<file path="config.mk">
export PLATFORM = sky130hd
export DESIGN_NAME = pb_sequence_detector_flat
export DESIGN_NICKNAME = d
export VERILOG_FILES = /design/src/rtl/pb_sequence_detector_if.sv /design/src/rtl/pb_sequence_detector.sv /design/src/flat_wrapper.sv
export SDC_FILE = /design/constraint.sdc
export NUM_CORES = 1
export LEC_CHECK = 0
export CAP_MARGIN = 10
export CORE_MARGIN = 3
export CORE_UTILIZATION = 60
export DETAILED_ROUTE_END_ITERATION = 8
export GPL_ROUTABILITY_DRIVEN = 0
export PLACE_DENSITY = 0.9
export SLEW_MARGIN = 20
export SYNTH_ARGS = -nofsm -noshare
export SYNTH_HDL_FRONTEND = slang
export SYNTH_SLANG_ARGS = --single-unit
</file>
<file path="constraint.sdc">
create_clock -name CLOCK_50_I -period 2.24 [get_ports CLOCK_50_I]
set_input_delay 0.224 -clock CLOCK_50_I [delete_from_list [all_inputs] [get_ports CLOCK_50_I]]
set_output_delay 0.224 -clock CLOCK_50_I [all_outputs]
set_load 0.005 [all_outputs]
</file>
<file path="src/rtl/pb_sequence_detector_if.sv">
// Push-button detector signal bundle: raw buttons in, debounced pulses and
// sequence status out. The detector sits on the slave side.
interface pb_sequence_detector_if #(
  parameter int NUM_PB      = 4,
  parameter int PRESS_COUNT = 3
);
  localparam int IW = (NUM_PB > 2) ? $clog2(NUM_PB) : 1;
  localparam int CW = $clog2(PRESS_COUNT + 1);

  logic [NUM_PB-1:0] PUSH_BUTTON_N_I;
  logic [NUM_PB-1:0] pb_pressed;
  logic [IW-1:0]     active_button;
  logic [CW-1:0]     press_count;
  logic              detect_valid;
  logic              detect_pulse;
  logic              timeout_pulse;

  modport master (
    output PUSH_BUTTON_N_I,
    input  pb_pressed, active_button, press_count,
    input  detect_valid, detect_pulse, timeout_pulse
  );

  modport slave (
    input  PUSH_BUTTON_N_I,
    output pb_pressed, active_button, press_count,
    output detect_valid, detect_pulse, timeout_pulse
  );
endinterface

</file>
<file path="src/rtl/pb_sequence_detector.sv">
// Debounces NUM_PB active-low buttons on a divided tick and detects
// PRESS_COUNT consecutive presses of the same counting button.
module pb_debounce #(
  parameter int DEPTH = 10
) (
  input  logic CLOCK_50_I,
  input  logic resetn,
  input  logic tick,
  input  logic btn_n,
  output logic pressed
);
  logic [DEPTH-1:0] sr;
  logic             sample;
  logic             status, status_buf;

  assign sample = ~btn_n;

  // status stays high until DEPTH consecutive released samples have been seen
  always_ff @(posedge CLOCK_50_I or negedge resetn) begin
    if (!resetn) begin
      sr         <= '0;
      status     <= 1'b0;
      status_buf <= 1'b0;
    end else begin
      if (tick) sr <= (sr << 1) | DEPTH'(sample);
      status     <= |sr;
      status_buf <= status;
    end
  end

  assign pressed = status & ~status_buf;
endmodule

module pb_sequence_detector #(
  parameter int              NUM_PB         = 4,
  parameter int              PRESS_COUNT    = 3,
  parameter int              DEBOUNCE_DEPTH = 10,
  parameter int              DIV_COUNT      = 49999,
  parameter int              TIMEOUT_TICKS  = 2000,
  parameter logic [NUM_PB-1:0] CLEAR_MASK   = 4'b1100
) (
  input  logic                   CLOCK_50_I,
  input  logic                   resetn,
  pb_sequence_detector_if.slave  pb
);
  localparam int IW = (NUM_PB > 2) ? $clog2(NUM_PB) : 1;
  localparam int CW = $clog2(PRESS_COUNT + 1);
  localparam int DW = (DIV_COUNT > 0) ? $clog2(DIV_COUNT + 1) : 1;
  localparam int TW = (TIMEOUT_TICKS > 2) ? $clog2(TIMEOUT_TICKS) : 1;
  localparam logic [TW-1:0] TO_LAST = TW'((TIMEOUT_TICKS > 0) ? TIMEOUT_TICKS - 1 : 0);

  typedef enum logic [1:0] {S_IDLE, S_COUNT, S_DETECTED} state_t;

  logic [DW-1:0]     div_cnt;
  logic              tick;
  logic [NUM_PB-1:0] btn_n, pressed, cnt_edges;
  logic              clr, any_cnt;
  logic [IW-1:0]     sel;

  state_t            state, state_n;
  logic [CW-1:0]     press_count, count_n, count_inc;
  logic [IW-1:0]     active_button, act_n;
  logic [TW-1:0]     to_cnt, to_cnt_n;
  logic              detect_pulse, det_n;
  logic              timeout_pulse, to_pulse_n;

  assign tick = (div_cnt == DW'(DIV_COUNT));

  always_ff @(posedge CLOCK_50_I or negedge resetn) begin
    if (!resetn) div_cnt <= '0;
    else         div_cnt <= tick ? '0 : div_cnt + 1'b1;
  end

  assign btn_n = pb.PUSH_BUTTON_N_I;

  pb_debounce #(.DEPTH(DEBOUNCE_DEPTH)) u_db [NUM_PB-1:0] (
    .CLOCK_50_I (CLOCK_50_I),
    .resetn     (resetn),
    .tick       (tick),
    .btn_n      (btn_n),
    .pressed    (pressed)
  );

  // Clear buttons outrank counted ones; among counted edges the lowest index wins.
  always_comb begin
    clr       = |(pressed & CLEAR_MASK);
    cnt_edges = pressed & ~CLEAR_MASK;
    any_cnt   = |cnt_edges;
    sel       = '0;
    for (int i = NUM_PB - 1; i >= 0; i--)
      if (cnt_edges[i]) sel = IW'(i);
  end

  assign count_inc = press_count + CW'(1);

  always_comb begin
    state_n    = state;
    count_n    = press_count;
    act_n      = active_button;
    det_n      = 1'b0;
    to_pulse_n = 1'b0;
    to_cnt_n   = '0;
    if (clr) begin
      state_n = S_IDLE;
      count_n = '0;
      act_n   = '0;
    end else begin
      case (state)
        S_IDLE: if (any_cnt) begin
          state_n = S_COUNT;
          act_n   = sel;
          count_n = CW'(1);
        end
        S_COUNT: if (any_cnt) begin
          if (sel == active_button) begin
            count_n = count_inc;
            if (count_inc == CW'(PRESS_COUNT)) begin
              state_n = S_DETECTED;
              det_n   = 1'b1;
            end
          end else begin
            act_n   = sel;
            count_n = CW'(1);
          end
        end else begin
          // an edge in the expiry cycle takes the branch above, so it wins
          to_cnt_n = to_cnt;
          if (TIMEOUT_TICKS != 0 && tick) begin
            if (to_cnt == TO_LAST) begin
              state_n    = S_IDLE;
              to_pulse_n = 1'b1;
              count_n    = '0;
              act_n      = '0;
              to_cnt_n   = '0;
            end else begin
              to_cnt_n = to_cnt + 1'b1;
            end
          end
        end
        S_DETECTED: if (any_cnt && sel != active_button) begin
          state_n = S_COUNT;
          act_n   = sel;
          count_n = CW'(1);
        end
        default: state_n = S_IDLE;
      endcase
    end
  end

  always_ff @(posedge CLOCK_50_I or negedge resetn) begin
    if (!resetn) begin
      state         <= S_IDLE;
      press_count   <= '0;
      active_button <= '0;
      to_cnt        <= '0;
      detect_pulse  <= 1'b0;
      timeout_pulse <= 1'b0;
    end else begin
      state         <= state_n;
      press_count   <= count_n;
      active_button <= act_n;
      to_cnt        <= to_cnt_n;
      detect_pulse  <= det_n;
      timeout_pulse <= to_pulse_n;
    end
  end

  assign pb.pb_pressed    = pressed;
  assign pb.active_button = active_button;
  assign pb.press_count   = press_count;
  assign pb.detect_valid  = (state == S_DETECTED);
  assign pb.detect_pulse  = detect_pulse;
  assign pb.timeout_pulse = timeout_pulse;
endmodule
</file>
<file path="src/flat_wrapper.sv">
// flat-port wrapper written by rule: the top's interface ports become plain ports
module pb_sequence_detector_flat 
#(
  parameter int              NUM_PB         = 4,
  parameter int              PRESS_COUNT    = 3,
  parameter int              DEBOUNCE_DEPTH = 10,
  parameter int              DIV_COUNT      = 49999,
  parameter int              TIMEOUT_TICKS  = 2000,
  parameter logic [NUM_PB-1:0] CLEAR_MASK   = 4'b1100
)
  (CLOCK_50_I, resetn, pb_PUSH_BUTTON_N_I, pb_pb_pressed, pb_active_button, pb_press_count, pb_detect_valid, pb_detect_pulse, pb_timeout_pulse);
  pb_sequence_detector_if #(.NUM_PB(NUM_PB), .PRESS_COUNT(PRESS_COUNT)) pb_i ();
  input  logic CLOCK_50_I;
  input  logic resetn;
  input wire logic [$bits(pb_i.PUSH_BUTTON_N_I)-1:0] pb_PUSH_BUTTON_N_I;
  output wire logic [$bits(pb_i.pb_pressed)-1:0] pb_pb_pressed;
  output wire logic [$bits(pb_i.active_button)-1:0] pb_active_button;
  output wire logic [$bits(pb_i.press_count)-1:0] pb_press_count;
  output wire logic [$bits(pb_i.detect_valid)-1:0] pb_detect_valid;
  output wire logic [$bits(pb_i.detect_pulse)-1:0] pb_detect_pulse;
  output wire logic [$bits(pb_i.timeout_pulse)-1:0] pb_timeout_pulse;
  assign pb_i.PUSH_BUTTON_N_I = pb_PUSH_BUTTON_N_I;
  assign pb_pb_pressed = pb_i.pb_pressed;
  assign pb_active_button = pb_i.active_button;
  assign pb_press_count = pb_i.press_count;
  assign pb_detect_valid = pb_i.detect_valid;
  assign pb_detect_pulse = pb_i.detect_pulse;
  assign pb_timeout_pulse = pb_i.timeout_pulse;
  pb_sequence_detector #(.NUM_PB(NUM_PB), .PRESS_COUNT(PRESS_COUNT), .DEBOUNCE_DEPTH(DEBOUNCE_DEPTH), .DIV_COUNT(DIV_COUNT), .TIMEOUT_TICKS(TIMEOUT_TICKS), .CLEAR_MASK(CLEAR_MASK)) u_core (.CLOCK_50_I(CLOCK_50_I), .resetn(resetn), .pb(pb_i));
endmodule
</file>
### After elaboration in Yosys (flattened, before gate mapping)

Cells that the tools add are included.

* flip-flop bits (word level): 83
* latch bits: 0
* memory bits (writable): 0
* bits in read-only memories: 0
* input bits: 6
* memories kept: 0

* $add $sub $neg: 3
* multipliers: 0
* div/mod/pow operators: 0
* $lt $le $gt $ge: 0
* equality and inequality tests: 14
* shift-type cells: 0
* muxes and demuxes: 37
* bitwise logic cells: 16
* reductions and logical operators: 12

Operator list (count)
* $mux W11: 5
* $or A10 B1 Y10: 4
* $reduce_or A10 Y1: 4
* $mux W2: 16
* $pmux W2 S3: 3
* $add A16 B1 Y16 const B: 1
* $eq A16 B16 Y1 const B: 1
* $mux W16: 1
* $mux W1: 12
* $ne A4 B3 Y1 const B: 3
* $reduce_and A6 Y1: 2
* $add A11 B1 Y11 const B: 1
* $eq A11 B11 Y1 const B: 1
* $ne A4 B1 Y1 const B: 2
* $not A1 Y1: 8
* $ne A3 B1 Y1 const B: 2
* $reduce_and A5 Y1: 1
* $and A1 B1 Y1: 4
* $eq A2 B2 Y1 const B: 2
* $reduce_bool A4 Y1: 1
* $reduce_or A2 Y1: 2
* $add A2 B1 Y2 const B: 1
* $eq A1 B2 Y1: 1
* $eq A2 B1 Y1 const B: 1
* 3 further kinds: 3

### Longest topological paths before layout

Gate-level depths: netlist of run 1.

* word-level depth: 9
* gate-level depth with buffers: 9
* gate-level depth less buffers: 6

### By module

From an unflattened synthesis of run 1, not the netlist that was laid out.

* cell total of the unflattened synthesis: 309
* area total of the unflattened synthesis: 3759.9 µm²

By module, submodules not included
* pb_debounce: instances 4, cells each 29, area an instance 488.0 µm²
* pb_sequence_detector: instances 1, cells each 193, area an instance 1808.0 µm²

### Least setup slack after synthesis of run 1

No wires, ideal clock.

* kind: register to register
* start: register u_core.to_cnt[0]
* end: register u_core.press_count[0] (netlist: u_core.pb.press_count[0])
* library setup time: 66 ps
* data arrival time: 1783 ps
* path slack: 392 ps
* cell stages (with the launch flop): 9
* path buffers: 2
* cell sequence: dfrtp_1 ha_1 and3_1 buf_6 and4_4 buf_6 a2111oi_4 nand2b_1 and2_1

* word-level cells in the longest chain between the ends: 3

RTL lines
* from (decl): line pb_sequence_detector.sv:63 `logic [TW-1:0] to_cnt, to_cnt_n;`
* from (signal assigned): line pb_sequence_detector.sv:162 `to_cnt <= to_cnt_n;`
* $eq A11 B11 Y1: line pb_sequence_detector.sv:129 `if (to_cnt == TO_LAST) begin`
* $ne A4 B1 Y1 (no line)
* $reduce_and A5 Y1 (no line)
* to (signal assigned): line pb_sequence_detector.sv:160 `press_count <= count_n;`
* to (decl): line pb_sequence_detector.sv:61 `logic [CW-1:0] press_count, count_n, count_inc;`

Every way passes these cells.
A chain may end at the register's enable or synchronous reset.

### Worst setup path in the final report of run 1

* start: register u_core.div_cnt[0]
* end: register u_core.u_db[2].sr[7]

* word-level cells in the longest chain between the ends: 1

RTL lines
* from (decl): line pb_sequence_detector.sv:54 `logic [DW-1:0] div_cnt;`
* from (signal assigned): line pb_sequence_detector.sv:71 `else div_cnt <= tick ? '0 : div_cnt + 1'b1;`
* $eq A16 B16 Y1: line pb_sequence_detector.sv:67 `assign tick = (div_cnt == DW'(DIV_COUNT));`
* to (signal assigned): line pb_sequence_detector.sv:25 `if (tick) sr <= (sr << 1) | DEPTH'(sample);`
* to (decl): line pb_sequence_detector.sv:12 `logic [DEPTH-1:0] sr;`

Every way passes these cells.

==> results of run 1 <==
[power groups by stage]
stage / clock, mW / sequential (mW) / combinational (mW)
finish: 0.996 / 1.48 / 0.0411
global route: 1.10 / 1.48 / 0.0487
CTS: 1.03 / 1.48 / 0.0437
detailed placement: 0 / 1.51 / 0.0422
global placement: 0 / 1.51 / 0.0415
floorplan: 0 / 1.51 / 0.00163
[cell families (layout without fill, tap and decap cells)]
group                      after synthesis  in the layout  share of synthesized area, %
and+or+nand+nor                        222            222                          27.9
DFF                                     82             82                          55.7
AOI/OAI and AO/OA                       39             39                          7.00
buffers and inverters                   28             43                          4.21
xor gates and xnor gates                17             17                          4.04
adders and majority gates                3              3                          1.02
other                                    1              1                         0.102
[flip-flops by register name (all words and copies together), names as in the netlist]
signal                   count
u_core.u_db.status           4
u_core.pb.timeout_pulse      1
u_core.div_cnt              16
u_core.state                 2
u_core.pb.active_button      1
u_core.u_db.status_buf       4
u_core.to_cnt               11
u_core.pb.press_count        2
u_core.u_db.sr              40
u_core.pb.detect_pulse       1
[path summary, 6_finish.rpt]
kind / slack [ns] / endpoint / startpoint / depth (start not counted)
worst max register to register: 0.20 / u_core.u_db[2].sr[7]$_DFFE_PN0N_ / u_core.div_cnt[0]$_DFF_PN0_ / 6
worst min register to register: 0.38 / u_core.u_db[2].status_buf$_DFF_PN0_ / u_core.u_db[2].status$_DFF_PN0_ / 0
worst min-delay path: 0.38 / u_core.u_db[2].status_buf$_DFF_PN0_ / u_core.u_db[2].status$_DFF_PN0_ / 0
min in group asynchronous: 0.40 / u_core.pb.press_count[0]$_DFFE_PN0P_ / resetn / 2
max in group asynchronous: 1.24 / u_core.u_db[0].sr[1]$_DFFE_PN0N_ / resetn / 3
worst max-delay path: 0.20 / u_core.u_db[2].sr[7]$_DFFE_PN0N_ / u_core.div_cnt[0]$_DFF_PN0_ / 6
[layer usage]
layer  GRT usage, %  share of wire (%)
met5              0                  0
met4           7.31                1.1
met3           6.18                4.2
met2           32.3                 50
met1           25.0                 45
[final cells by class]
type,instances,share of cell area [%]
Sequential cell,82,50.9
Multi-Input combinational cell,282,36.6
Timing Repair Buffer,20,4.97
Clock buffer,10,3.41
Tap cell,72,2.23
Clock inverter,6,1.27
Inverter,7,0.652
[placed cells by master (no fill, tap or decap), drive strengths merged, types with 2 or more instances in the layout]
| cell type | instances |
|---|---|
| nand2 | 129 |
| dfrtp | 82 |
| nor2 | 29 |
| o21ai | 14 |
| clkdlybuf4s50 | 14 |
| nand3 | 12 |
| xor2 | 11 |
| a21oi | 11 |
| clkbuf | 10 |
| and3 | 9 |
| nor4 | 8 |
| inv | 8 |
| xnor2 | 6 |
| nand2b | 5 |
| nor2b | 5 |
| nand4 | 5 |
| clkinv | 5 |
| buf | 5 |
| and2 | 4 |
| nor3 | 3 |
| ha | 3 |
| and4 | 3 |
| nor4b | 3 |
| nor3b | 2 |
| a32oi | 2 |
| o22ai | 2 |
| a311oi | 2 |
| and4bb | 2 |
| a2111oi | 2 |
[per-stage QoR]
stage	worst slack (ns)	hold WS, ns	utilization (%)
floorplan	0.392	-0.0716	-
global placement	0.296	0.237	67.1
detailed placement	0.224	0.244	67.1
CTS	0.201	0.386	70.6
global route	0.0360	0.400	70.6
finish	0.198	0.382	70.6
[timing repair]
| action | in CTS | in global routing |
|---|---|---|
| setup endpoints to repair | 0 | 0 |
| endpoints found under the hold margin | 40 | 0 |
| hold buffers | 1 | 0 |
==> metrics.log, run 1 <==
INFO  metric ys.flop_type = dfrtp_1
INFO  metric nFillCells = ~410
INFO  metric design.die.area = between 7000 and 8000 µm²
INFO  metric drtIter0Drc = 148
INFO  metric layout-area-overhead-vs-synth = 9.52%
INFO  metric globalRouteTotalUtil = 19.8%
INFO  metric netlist_instances = 392
INFO  metric clk_pin_slew_worst_paths = 0.09 ns
INFO  metric number_of_global_route_vias_before_repair = around 2.5k
INFO  metric multi_input_area = 1470 µm²
INFO  metric synth_cell_type_count = 45
INFO  metric report.final.setup_viol = 0
INFO  metric port_buffers = 15
INFO  metric antenna_found_initial = 0
INFO  metric internal_power = 1.94 mW
INFO  metric clock_tree.buffer_depth = 2
INFO  metric grt_pass1_wl = 11.1 mm
INFO  metric final.setup_skew = about 0.011 ns
INFO  metric tightest_slew = 0.539 ns
INFO  metric nets = 411
INFO  metric rows = 27
INFO  metric synth_common_cells = nand2_1, dfrtp_1, nor2_1
INFO  metric synthDominantCellAreaShare = a little under three fifths
INFO  metric worstPathArrival = 2.33 ns
INFO  metric rsz0062_at_grt = no
INFO  metric crit_path_max_incr_delay = ~0.5 ns
INFO  metric finalMaxSlewViolations = 0
INFO  metric layout.area.seq = 2050 µm²
INFO  metric firstDrtPassIters = 4
INFO  metric seqPwrFrac = 58.8%
INFO  metric global_route.overflow_total = 0
INFO  metric synth_seq_area_share = 55.7%
INFO  metric ant_nets = 0
INFO  metric finalHoldViolCount = 0
INFO  metric fmax = 0.490 GHz
INFO  metric p_switching = 0.580 mW
INFO  metric synth_seq_cells = just over 80
INFO  metric post-dp-hpwl = 4.38 mm
INFO  metric clock_tree_from_tritoncts = done
INFO  metric post_synthesis_mean_instance_area = 9.39 µm²
INFO  metric cts_htree_levels = 3
INFO  metric start_util = 64.5%
INFO  metric tritoncts_num_sinks = 82
INFO  metric synthMostInstantiatedCell = nand2_1
INFO  metric finalWirelength = around 6.5 mm
INFO  metric share_clk_of_total_power = 39.6%
INFO  metric routed_via_density = 5.56
INFO  metric timing.critical_path.from_type = register
INFO  metric postCtsSetupBuffers = 0
INFO  metric max_cap_violations = 0
INFO  metric route.detailed.drc = 0
INFO  metric crit_path_cell_trace = ha_1, and3_1, and4_1, buf_4, nand2_1, nand2_1
INFO  metric slew-limit-headroom = 64.1%
INFO  metric endpoint_required_time_on_the_critical_path = 2.53 ns
INFO  metric die_width = 84.3 µm
INFO  metric cts.repair.resized = 0
INFO  metric die_height = approximately 84 µm
INFO  metric diodes = 0
INFO  metric timing.critical_path.to_type = register
INFO  metric timing.setup.tns = 0 ns
INFO  metric postSynthNetCount = 401
INFO  metric ir_drop = 0.000473 V
INFO  metric timing.critical_path.buf_inv = 1
INFO  metric cts_root_buffer = clkbuf_8
INFO  metric io_pins = 17
INFO  metric power.combinational.fraction = 1.6%
INFO  metric post-route-period-util = 91.1%
INFO  metric post_syn_area = 3680 µm²
INFO  metric p_per_area = 624 nW/µm²
INFO  metric outcome = completed
INFO  metric vias = 2,661
INFO  metric timing.critical_path.max_delay_family = simple AND/OR/NAND/NOR gates
INFO  metric core_area = 5710 µm²
INFO  metric synth-warning-count = 0
INFO  metric synth_edf_count = 0
INFO  metric fin_total_pwr = 2.52 mW
INFO  metric yosys-top-cells-area = dfrtp_1, nand2_1, nor2_1, xor2_1, o21ai_0
INFO  metric switching_share = 23.0%
INFO  metric netlist.top_cell.by_area = dfrtp_1
INFO  metric worstSetupPathType = reg2reg
INFO  metric fin_area = approximately 4000 µm²
INFO  metric insertion_delay = 0.36 ns
INFO  metric wirelength_per_cell = between 10 and 15 µm
INFO  metric hold_path_class = reg2reg
INFO  metric detailed_place.area = roughly 3800 µm²
INFO  metric total_leakage_power = 1.95 nW
INFO  metric final_layout_size_suffix_gt1_share = 7.13%
INFO  metric tritoncts.num_buffers = 9
INFO  metric worst-path-max-fanout = 39
INFO  metric min_cycle_time_layout = between 2 and 2.5 ns
INFO  metric finish.cell_count_without_fillers = between 400 and 500
INFO  metric grt_start_max_net_pins = 47
INFO  metric critical_path.slowest_cell = and4_1
INFO  metric path_common_cell = nand2_1
INFO  metric place.detailed.instances = 462
INFO  metric ys_async_sr_fraction = 100%
Power figures use the tool's default switching activity.
==> run 2: changes to the inputs <==
--- a/config.mk
+++ b/config.mk
@@ -8,6 +8,7 @@
 export CAP_MARGIN = 10
 export CORE_MARGIN = 3
 export CORE_UTILIZATION = 60
+export CTS_CLUSTER_SIZE = 28
 export DETAILED_ROUTE_END_ITERATION = 8
 export GPL_ROUTABILITY_DRIVEN = 0
 export PLACE_DENSITY = 0.9
==> results of run 2 <==
The final DEF is identical to that of run 1; final timing and power are the same.
